[config.mk]
export PLATFORM = sky130hd
export DESIGN_NAME = mux_arbiter_2to1_flat
export DESIGN_NICKNAME = d
export VERILOG_FILES = /design/src/rtl/mux_arbiter_2to1_if.sv /design/src/rtl/mux_arbiter_2to1.sv /design/src/flat_wrapper.sv
export SDC_FILE = /design/constraint.sdc
export NUM_CORES = 1
export LEC_CHECK = 0
export BUFFER_PORTS_ARGS = -buffer_cell sky130_fd_sc_hd__buf_2
export CAP_MARGIN = 10
export CORE_ASPECT_RATIO = 1.4
export CORE_UTILIZATION = 45
export CTS_CLUSTER_SIZE = 20
export DETAILED_ROUTE_END_ITERATION = 12
export PLACE_DENSITY = 0.78
export SYNTH_ARGS = -nofsm -noshare
export SYNTH_HDL_FRONTEND = slang
export SYNTH_SLANG_ARGS = --single-unit
[constraint.sdc]
create_clock -name Clock -period 2.3 [get_ports Clock]
set_clock_uncertainty 0.15 [all_clocks]
set_input_delay 0.345 -clock Clock [delete_from_list [all_inputs] [get_ports Clock]]
set_output_delay 0.345 -clock Clock [all_outputs]
set_load 0.02 [all_outputs]
[src/rtl/mux_arbiter_2to1_if.sv]
// mux_arbiter_2to1_if: request/data/grant bundle between two requesters and the arbiter
// master: requester side (drives Req/Hyrja/Done, observes Gnt/S/Dalja/Valid)
// slave:  arbiter side (the reverse)
interface mux_arbiter_2to1_if;
  logic       Req0;
  logic       Req1;
  logic [3:0] Hyrja0;
  logic [3:0] Hyrja1;
  logic       Done0;
  logic       Done1;
  logic       Gnt0;
  logic       Gnt1;
  logic       S;
  logic [3:0] Dalja;
  logic       Valid;
  modport master (
    output Req0, Req1, Hyrja0, Hyrja1, Done0, Done1,
    input  Gnt0, Gnt1, S, Dalja, Valid
  );
  modport slave (
    input  Req0, Req1, Hyrja0, Hyrja1, Done0, Done1,
    output Gnt0, Gnt1, S, Dalja, Valid
  );
endinterface

[src/rtl/mux_arbiter_2to1.sv]
// mux_arbiter_2to1: two-requester round-robin arbiter with hold limit and registered 4-bit data mux
// Clock  : rising-edge clock
// Resetn : asynchronous active-low reset
// bus    : slave side of mux_arbiter_2to1_if (Req/Hyrja/Done in, Gnt/S/Dalja/Valid out)
module mux_arbiter_2to1 #(
  parameter int unsigned MAX_HOLD = 8
) (
  input  logic               Clock,
  input  logic               Resetn,
  mux_arbiter_2to1_if.slave  bus
);
  typedef enum logic [1:0] {IDLE, GRANT0, GRANT1} state_t;
  localparam logic [3:0] HOLD_TOP = 4'(MAX_HOLD - 1);
  state_t     st_q, st_d;
  logic       last_q, last_d;
  logic [3:0] cnt_q, cnt_d, cnt_inc;
  logic       hit, rel0, rel1, entry;
  logic       gnt0_q, gnt1_q;
  logic       s_q, s_d;
  logic [3:0] dalja_q, dalja_d;
  logic       valid_q, valid_d;
  // The forced switch fires on the edge where the counter arrives at (or sits
  // saturated on) HOLD_TOP, so a holder gets at most MAX_HOLD-1 cycles while
  // the other side waits.
  always_comb begin
    cnt_inc = (cnt_q == HOLD_TOP) ? cnt_q : cnt_q + 4'd1;
    hit     = (cnt_inc == HOLD_TOP);
    rel0    = bus.Done0 || !bus.Req0 || (hit && bus.Req1);
    rel1    = bus.Done1 || !bus.Req1 || (hit && bus.Req0);
    case (st_q)
      GRANT0:  st_d = !rel0 ? GRANT0 : bus.Req1 ? GRANT1 : IDLE;
      GRANT1:  st_d = !rel1 ? GRANT1 : bus.Req0 ? GRANT0 : IDLE;
      default: st_d = (bus.Req0 && (!bus.Req1 || last_q)) ? GRANT0 :
                      bus.Req1 ? GRANT1 : IDLE;
    endcase
    entry   = (st_d != st_q);
    cnt_d   = entry ? 4'd0 : (st_q == IDLE) ? cnt_q : cnt_inc;
    last_d  = (entry && st_d == GRANT0) ? 1'b0 :
              (entry && st_d == GRANT1) ? 1'b1 : last_q;
    s_d     = (st_q == GRANT0) ? 1'b0 : (st_q == GRANT1) ? 1'b1 : s_q;
    dalja_d = (st_q == GRANT0) ? bus.Hyrja0 : (st_q == GRANT1) ? bus.Hyrja1 : dalja_q;
    valid_d = (st_q != IDLE);
  end
  always_ff @(posedge Clock or negedge Resetn) begin
    if (!Resetn) begin
      st_q    <= IDLE;
      last_q  <= 1'b1;
      cnt_q   <= 4'd0;
      gnt0_q  <= 1'b0;
      gnt1_q  <= 1'b0;
      s_q     <= 1'b0;
      dalja_q <= 4'h0;
      valid_q <= 1'b0;
    end else begin
      st_q    <= st_d;
      last_q  <= last_d;
      cnt_q   <= cnt_d;
      gnt0_q  <= (st_d == GRANT0);
      gnt1_q  <= (st_d == GRANT1);
      s_q     <= s_d;
      dalja_q <= dalja_d;
      valid_q <= valid_d;
    end
  end
  assign bus.Gnt0  = gnt0_q;
  assign bus.Gnt1  = gnt1_q;
  assign bus.S     = s_q;
  assign bus.Dalja = dalja_q;
  assign bus.Valid = valid_q;
endmodule

[src/flat_wrapper.sv]
// flat-port wrapper written by rule: the top's interface ports become plain ports
module mux_arbiter_2to1_flat 
#(
  parameter int unsigned MAX_HOLD = 8
)
  (Clock, Resetn, bus_Req0, bus_Req1, bus_Hyrja0, bus_Hyrja1, bus_Done0, bus_Done1, bus_Gnt0, bus_Gnt1, bus_S, bus_Dalja, bus_Valid);
  mux_arbiter_2to1_if bus_i ();
  input  logic Clock;
  input  logic Resetn;
  input wire logic [$bits(bus_i.Req0)-1:0] bus_Req0;
  input wire logic [$bits(bus_i.Req1)-1:0] bus_Req1;
  input wire logic [$bits(bus_i.Hyrja0)-1:0] bus_Hyrja0;
  input wire logic [$bits(bus_i.Hyrja1)-1:0] bus_Hyrja1;
  input wire logic [$bits(bus_i.Done0)-1:0] bus_Done0;
  input wire logic [$bits(bus_i.Done1)-1:0] bus_Done1;
  output wire logic [$bits(bus_i.Gnt0)-1:0] bus_Gnt0;
  output wire logic [$bits(bus_i.Gnt1)-1:0] bus_Gnt1;
  output wire logic [$bits(bus_i.S)-1:0] bus_S;
  output wire logic [$bits(bus_i.Dalja)-1:0] bus_Dalja;
  output wire logic [$bits(bus_i.Valid)-1:0] bus_Valid;
  assign bus_i.Req0 = bus_Req0;
  assign bus_i.Req1 = bus_Req1;
  assign bus_i.Hyrja0 = bus_Hyrja0;
  assign bus_i.Hyrja1 = bus_Hyrja1;
  assign bus_i.Done0 = bus_Done0;
  assign bus_i.Done1 = bus_Done1;
  assign bus_Gnt0 = bus_i.Gnt0;
  assign bus_Gnt1 = bus_i.Gnt1;
  assign bus_S = bus_i.S;
  assign bus_Dalja = bus_i.Dalja;
  assign bus_Valid = bus_i.Valid;
  mux_arbiter_2to1 #(.MAX_HOLD(MAX_HOLD)) u_core (.Clock(Clock), .Resetn(Resetn), .bus(bus_i));
endmodule
* After elaboration in Yosys (flattened, before gate mapping)
Cells that the tools add are included.
Storage, ports and cells: bits in registers 15, logic and storage cells 48, input port bits 14, output and inout bits 8
Cells by class: mux-type cells 15, add/sub/neg operators 1, reductions and logical operators 16, equal/unequal tests 8
Operators with widths (count):
- $mux 4 | 5
- $eq 4x3->1 const B | 2
- $mux 2 | 4
- $reduce_bool 2->1 | 3
- $logic_and 1x1->1 | 5
- $logic_or 1x1->1 | 5
- $mux 1 | 5
- $add 4x1->4 const B | 1
- $eq 2x1->1 const B | 2
- $eq 2x2->1 const B | 2
- $pmux 2 s2 | 1
- $logic_not 1->1 | 2
- $logic_not 2->1 | 1
- $ne 2x1->1 const B | 1
- $ne 2x2->1 | 1

* Depth between registers and ports, before layout
Gate-level depths: netlist (run 1).
depth after elaboration 11, mapped depth 9, gate-level depth less buffers 8

* Least setup slack after synthesis (run 1)
No wires, ideal clock.
path type register to register, start point register u_core.st_q[1], end point register u_core.cnt_q[2], stages on the path, launching flop included 10, path slack 39 ps, arrival time 2016 ps, path buffers 1, required time 2054 ps, library setup time 96 ps, clock period less this slack 2261 ps, path through dfrtp_1 > inv_1 > ha_1 > clkbuf_8 > nor2b_1 > a21oi_1 > or3_2 > o311a_2 > xnor2_1 > nor4_2
Between the ends: cells in the longest elaborated chain, start to end 4, elaborated cells between the ends (all ways) 7, classes of those cells eq/ne (4); mux (2); reduce/logical (1)
Ends and longest elaborated chain:
- start, declared | line mux_arbiter_2to1.sv:14 | state_t st_q, st_d;
- start signal, assigned | line mux_arbiter_2to1.sv:55 | st_q <= st_d;
- $eq 2x2->1 or $eq 2x1->1 (tied branches) | line mux_arbiter_2to1.sv:30 | case (st_q)
- $pmux 2 s2 | line mux_arbiter_2to1.sv:30
- $ne 2x2->1 | line mux_arbiter_2to1.sv:36 | entry = (st_d != st_q);
- $ne 2x1->1 (no source line) or $mux 4 (tied branches)
- end signal, assigned | line mux_arbiter_2to1.sv:57 | cnt_q <= cnt_d;
- end, declared | line mux_arbiter_2to1.sv:16 | logic [3:0] cnt_q, cnt_d, cnt_inc;
Parallel ways exist; a longest one is shown, timed or not. A chain may end at the register's enable or synchronous reset.

* Worst setup path after layout (run 1)
start point register u_core.st_q[0], end point register u_core.cnt_q[2]
Between the ends: cells in the longest elaborated chain, start to end 4, elaborated cells between the ends (all ways) 7, classes of those cells eq/ne (4); mux (2); reduce/logical (1)
Ends and longest elaborated chain (line):
- $eq 2x2->1 or $eq 2x1->1 (tied branches) | mux_arbiter_2to1.sv:30
- $pmux 2 s2 (*) | mux_arbiter_2to1.sv:30
- via u_core.st_d[1] | mux_arbiter_2to1.sv:14
- $ne 2x2->1 (*) | mux_arbiter_2to1.sv:36
- $ne 2x1->1 (no source line) or $mux 4 (tied branches)
Mark *: on every way through the listed nets, which the timed path passes. The rest lies on a longest branch.

==> results of run 1 <==
## through the flow
stage	setup WS (ns)	utilization
floorplan	0.0387	-
global placement	0.0349	0.584
detailed placement	-0.0211	0.584
CTS	-0.0136	0.634
global route	-0.133	0.677
finish	-0.0559	0.677
## power by group through the flow
stage / registers (W) / clock network (W) / logic [W]
2_1_floorplan: 0.000522 / 0 / 0.000528
3_3_place_gp: 0.000430 / 0 / 0.000858
3_5_place_dp: 0.000437 / 0 / 0.000879
4_1_cts: 0.000433 / 0.000166 / 0.000971
5_1_grt: 0.000446 / 0.000181 / 0.00121
6_report: 0.000437 / 0.000160 / 0.00113
## worst reg2reg max path, cell delays in order (launching register included)
cell     delay [ns]
dfrtp_1        0.38
inv_1          0.10
ha_1           0.25
and2b_2        0.22
a311o_2        0.39
mux2i_2        0.21
o21ai_4        0.12
xnor2_4        0.16
nor4_2         0.28
## what timing repair did
item,in CTS,in global routing
cloned,0,0
pin swaps,4,5
endpoints found under the setup margin,4,5
gates resized for setup,5,8
setup buffers,1,4
hold buffers,1,0
hold endpoints to repair,14,0
## flip-flops by register name (all words and copies together) (netlist names)
name	count
u_core.bus.Gnt0	1
u_core.cnt_q	4
u_core.st_q	2
u_core.bus.Valid	1
u_core.bus.Dalja	4
u_core.bus.S	1
u_core.bus.Gnt1	1
u_core.last_q	1
## layer usage
layer	share of wire	vias to the layer above	routed length, um
li1	-	371	-
met1	0.37	381	748
met2	0.57	20	1140
met3	0.031	6	62
met4	0.026	0	51
met5	0	-	0
## cells in the mapped netlist
master     count
nand4_1        1
o211ai_1       1
o32ai_2        1
nor2b_1        3
or3_2          1
nor2_1         5
nand3_1        1
a221oi_1       1
inv_1          7
o311a_2        1
mux2i_1        7
xnor2_2        1
ha_1           4
xnor2_1        3
and2_2         1
nand2_1        5
nand2b_1       1
or3b_1         1
o22ai_1        1
o21ai_4        1
clkbuf_8       1
o2111ai_1      1
dfrtp_1       14
clkbuf_1       1
nor4_2         1
and2b_2        1
nor3_1         5
dfstp_2        1
a21oi_1        8
a31oi_1        1
nand3b_1       1
a311o_2        1
## logic make-up after synthesis
logic type                 Yosys count
xor gates and xnor gates             4
buffers and inverters                9
and+or+nand+nor                     27
DFF                                 15
AOI/OAI and AO/OA                   17
muxes                                7
adders and majority gates            4
## area by class of cell
class / count / area (um^2) / share of cell area
Multi-Input combinational cell: 59 / 534 / 0.443
Sequential cell: 15 / 377 / 0.313
Timing Repair Buffer: 35 / 213 / 0.177
Inverter: 7 / 26.3 / 0.0218
Tap cell: 20 / 25.0 / 0.0208
Clock buffer: 3 / 22.5 / 0.0187
Clock inverter: 1 / 7.51 / 0.00623
## worst max-delay path by stage
| stage | start | endpoint | cells past startpoint |
|---|---|---|---|
| floorplan | u_core.st_q[1]$_DFF_PN0_ | u_core.cnt_q[2]$_DFFE_PN0P_ | 9 |
| global placement | u_core.cnt_q[1]$_DFFE_PN0P_ | u_core.cnt_q[2]$_DFFE_PN0P_ | 7 |
| detailed placement | u_core.cnt_q[0]$_DFFE_PN0P_ | u_core.cnt_q[0]$_DFFE_PN0P_ | 7 |
| CTS | u_core.cnt_q[0]$_DFFE_PN0P_ | u_core.cnt_q[0]$_DFFE_PN0P_ | 7 |
| global route | u_core.st_q[0]$_DFF_PN0_ | u_core.cnt_q[2]$_DFFE_PN0P_ | 8 |
| finish | u_core.st_q[0]$_DFF_PN0_ | u_core.cnt_q[2]$_DFFE_PN0P_ | 8 |
==> results.toml, run 1 <==
[die]
core-area_mm2 = 0.00178
start_util = 0.487
die_area_mm2 = 0.00211
io-pin-count = 22
die_y_um = 53.9
die_x_um = 39.1
rows = 18

[synth]
syn_area_per_cell_um2 = 10.4
netlist_area_um2 = 867
synth_area_leaders = "dfrtp_1, mux2i_1, ha_1"
synthMuxAreaShare = 0.0808
yosys.area_share.simple = 0.175
ys_seq_elements = 15
synth_top_family_by_area = "simple AND/OR/NAND/NOR gates"
synthAdderAreaFrac = 0.0577
synth_cell_types = 32
synth_nets = 101
synth_compound_area_frac = 0.153
yosysWarningCount = 0
synth-xor-area-share = 0.0491
synthCells = 83
yosysTopAreaCellShare = 0.404
yosys.area.top_type = "dfrtp_1"
seq_area_frac_synth = 0.434

[setup_path]
critPathMaxFanout = 4
endpoint_kind = "register"
cp_slowest_stage_delay_ns = 0.39
critPathArrivalTime_ns = 2.41
reg2reg_slack_ns = -0.06
reg2reg_depth = 8
start_kind = "register"
rr_startpoint = "u_core.st_q[0]$_DFF_PN0_"
crit_family = "compound AO/OA/AOI/OAI gates"
timing.rr.end = "u_core.cnt_q[2]$_DFFE_PN0P_"
critical_path_buf_inv_count = 1
cp_cell_sequence = "inv_1 -> ha_1 -> and2b_2 -> a311o_2 -> mux2i_2 -> o21ai_4 -> xnor2_4 -> nor4_2"
crit_slowest_cell = "a311o_2"
critPathRequiredTime_ns = 2.35
critPathKind = "register to register"

[timing]
hold_violations = 0
worst_pin_slew_ns = 0.336
slew_violations = 0
grt_setup_unrepaired = "true"
worst_slack_ns = -0.0559
slew_headroom = 0.776
finalCriticalPeriod_ns = 2.36
final-setup-viol-count = 2
tns_ns = -0.0863
final.period_utilization = 1.02
fmax_mhz = 424
timing.hold.ws_ns = 0.192

[routing]
drcViolationCount = 0
ant_nets = 0
avgViaCountPerCell = 5.56
wl_per_cell_um = 14.3
wl_mm = 2.00
dr_total_vias = 778
drtIter0Drc = 8
dr.pass1.iters = 4

[global_routing]
grt_pass1_vias = 731
grtUsageMet1 = 0.203
grt_util_met3 = 0.0372
grt_max_degree = 16
gr-usage-met2 = 0.386
grt.busiest_layer = "met2"
grt-ovfl-total = 0
grt_pass1_wl_mm = 2.90
grt_antenna_before_repair = 0
grt_usage = 0.205

[finish]
design_area_mm2 = 0.00120
layout_common_cells = "buf_2, dfrtp_1, buf_4, a21oi_1, inv_1"
final_nets = 139
num_antenna_cells = 0
drive_gt1_frac = 0.475
final_common_cell = "buf_2"
area_growth_pct = 39.0
finalNonFillerCells = 140
fillerInstances = 139

[min_path]
min_path_cells = 3
holdPathEnd = "u_core.bus.Dalja[0]$_DFFE_PN0N_"
hp-class = "input port to register"
min-delay-start = "bus_Hyrja1[0]"

[power]
p_sw_w = 0.000745
power_frac_clock = 0.093
pwr-share-seq = 0.253
p_total_w = 0.00173
power.leakage_nw = 0.552
vdd_drop_max_mv = 0.911
intPower_w = 0.000980
power_density_mw_per_mm2 = 1430
comb_power_share = 0.654
netSwitchingFraction = 0.432

[clocking]
root_buffer = "clkbuf_4"
cts_made_buffers = 3
cts_tree = "done"
clock_sinks = 15
clk_path_buf_depth = 2
htreeDepth = 1
clkLatencyLatePin_ns = 0.29
cts.reportedPaths.clkPinSlew_ns = 0.10

[job]
max_cap_violations = 0

[placed_design]
gp_congestion = 0.800
placed_cells = 130
place_area_mm2 = 0.00104
portBuffers = 21
hpwlAfterDp_mm = 1.34

[outcome]
violations = "setup timing"
status = "complete, but fails checks"
Power figures use the tool's default switching activity.
==> run 2, diff against run 1 <==
--- a/config.mk
+++ b/config.mk
@@ -7,11 +7,10 @@
 export LEC_CHECK = 0
 export BUFFER_PORTS_ARGS = -buffer_cell sky130_fd_sc_hd__buf_2
 export CAP_MARGIN = 10
-export CORE_ASPECT_RATIO = 1.4
-export CORE_UTILIZATION = 45
+export CORE_UTILIZATION = 50
 export CTS_CLUSTER_SIZE = 20
 export DETAILED_ROUTE_END_ITERATION = 12
-export PLACE_DENSITY = 0.78
+export PLACE_DENSITY = 0.82
 export SYNTH_ARGS = -nofsm -noshare
 export SYNTH_HDL_FRONTEND = slang
 export SYNTH_SLANG_ARGS = --single-unit
==> constraint.sdc (replaced) <==
create_clock -name Clock -period 2.9 [get_ports Clock]
set_clock_uncertainty 0.15 [all_clocks]
set_input_delay 0.435 -clock Clock [delete_from_list [all_inputs] [get_ports Clock]]
set_output_delay 0.435 -clock Clock [all_outputs]
set_load 0.02 [all_outputs]
==> results.toml, run 2 (synthesis gave the netlist of run 1 again) <==
[routing]
drtIter0Drc = 18
drcViolationCount = 1
wl_mm = 1.76
ant_nets = 0
avgViaCountPerCell = 5.54
wl_per_cell_um = 14.2
dr.pass1.iters = 8
dr_total_vias = 687

[power]
power.leakage_nw = 0.469
power_density_mw_per_mm2 = 1080
p_total_w = 0.00110
vdd_drop_max_mv = 0.686

[clocking]
clock_sinks = 15
root_buffer = "clkbuf_4"
htreeDepth = 1
cts_tree = "done"
cts_setup_buffers = 0
cts.reportedPaths.clkPinSlew_ns = 0.09
clkLatencyLatePin_ns = 0.28
cts_made_buffers = 3
clk_path_buf_depth = 2

[placed_design]
hpwlAfterDp_mm = 1.36
gp_congestion = 0.796
portBuffers = 21

[timing]
finalCriticalPeriod_ns = 2.54
fmax_mhz = 394
slew_violations = 0
grt_setup_unrepaired = "false"
tns_ns = 0
hold_violations = 0
slew_headroom = 0.682
worst_pin_slew_ns = 0.477
final.period_utilization = 0.876
final-setup-viol-count = 0

[global_routing]
grt_usage = 0.210
grt-ovfl-total = 0
grt_pass1_vias = 653
grt_max_degree = 17
grt_pass1_wl_mm = 2.90
grt_antenna_before_repair = 0

[die]
die_area_mm2 = 0.00190
core-area_mm2 = 0.00156
die_x_um = 43.6
die_y_um = 43.6
start_util = 0.556
rows = 14
io-pin-count = 22

[outcome]
violations = "DRC"
status = "complete, but fails checks"

[job]
max_cap_violations = 0

[setup_path]
critPathRequiredTime_ns = 2.92
critPathKind = "register to register"
crit_family = "compound AO/OA/AOI/OAI gates"
endpoint_kind = "register"
critPathArrivalTime_ns = 2.56
critPathMaxFanout = 6
start_kind = "register"
cp_cell_sequence = "ha_1 -> or3b_1 -> o32ai_2 -> mux2i_1 -> o21ai_4 -> nor2_1 -> a221oi_1"
cp_slowest_stage_delay_ns = 0.44
critical_path_buf_inv_count = 0
crit_slowest_cell = "dfrtp_1"

[finish]
num_antenna_cells = 0
layout_common_cells = "buf_2, dfrtp_1, a21oi_1, inv_1, mux2i_1"
final_nets = 127
area_growth_pct = 17.5
drive_gt1_frac = 0.324
final_util = 0.653
final_common_cell = "buf_2"

[min_path]
hp-class = "input port to register"
[run 2: per-layer routing]
layer	wire length (um)	up-vias	part of all wire	track usage
met5	0	-	0	0
met4	8	0	0.0045	0.0500
met3	71	2	0.040	0.0542
met2	906	25	0.51	0.382
met1	778	312	0.44	0.245
li1	-	348	-	-
[run 2: timing repair]
item                      CTS  global route
hold endpoints to repair   14             0
hold buffers                1             0
resized for setup           0             0
[run 2: per-stage QoR]
stage                     cell area [um^2]  instances  setup WS [ns]  hold slack (ns)
final                                 1020        124          0.359            0.295
after global routing                  1020        124          0.150            0.314
after CTS                             1020        124          0.348            0.301
after detailed placement               982        119          0.377            0.210
after global placement                 982        119          0.505            0.199
after floorplan                        867         83          0.639          -0.0106
[run 2: final timing paths]
check | slack [ns] | end | cells past startpoint | from
hold reg to reg | 0.36 | u_core.last_q$_DFFE_PN1P_ | 1 | u_core.st_q[1]$_DFF_PN0_
setup / recovery | 0.36 | u_core.last_q$_DFFE_PN1P_ | 7 | u_core.cnt_q[0]$_DFFE_PN0P_
setup reg to reg | 0.36 | u_core.last_q$_DFFE_PN1P_ | 7 | u_core.cnt_q[0]$_DFFE_PN0P_
min in group asynchronous | 0.43 | u_core.bus.Gnt1$_DFF_PN0_ | 2 | Resetn
hold / removal | 0.30 | u_core.bus.Dalja[2]$_DFFE_PN0N_ | 3 | bus_Hyrja1[2]
max in group asynchronous | 1.87 | u_core.last_q$_DFFE_PN1P_ | 2 | Resetn
[run 2: worst reg2reg max path: cells and delay by family, from the launching register on]
family / cells / cell delay (ns)
compound gates: 3 / 0.83
fa+ha+maj: 1 / 0.32
flops: 1 / 0.44
mux: 1 / 0.19
simple gates: 2 / 0.48
[run 2: cell type report]
| type | instances | area, um^2 |
|---|---|---|
| Fill cell | 124 | 541 |
| Multi-Input combinational cell | 59 | 447 |
| Inverter | 7 | 26.3 |
| Sequential cell | 15 | 377 |
| Timing Repair Buffer | 23 | 123 |
| Clock buffer | 4 | 26.3 |
| Tap cell | 16 | 20.0 |
[run 2: power by group]
| part | switching, W | leakage [nW] | internal (W) |
|---|---|---|---|
| clock network | 0.0000668 | 0.0150 | 0.0000534 |
| registers | 0.0000541 | 0.183 | 0.000300 |
| logic | 0.000377 | 0.271 | 0.000249 |
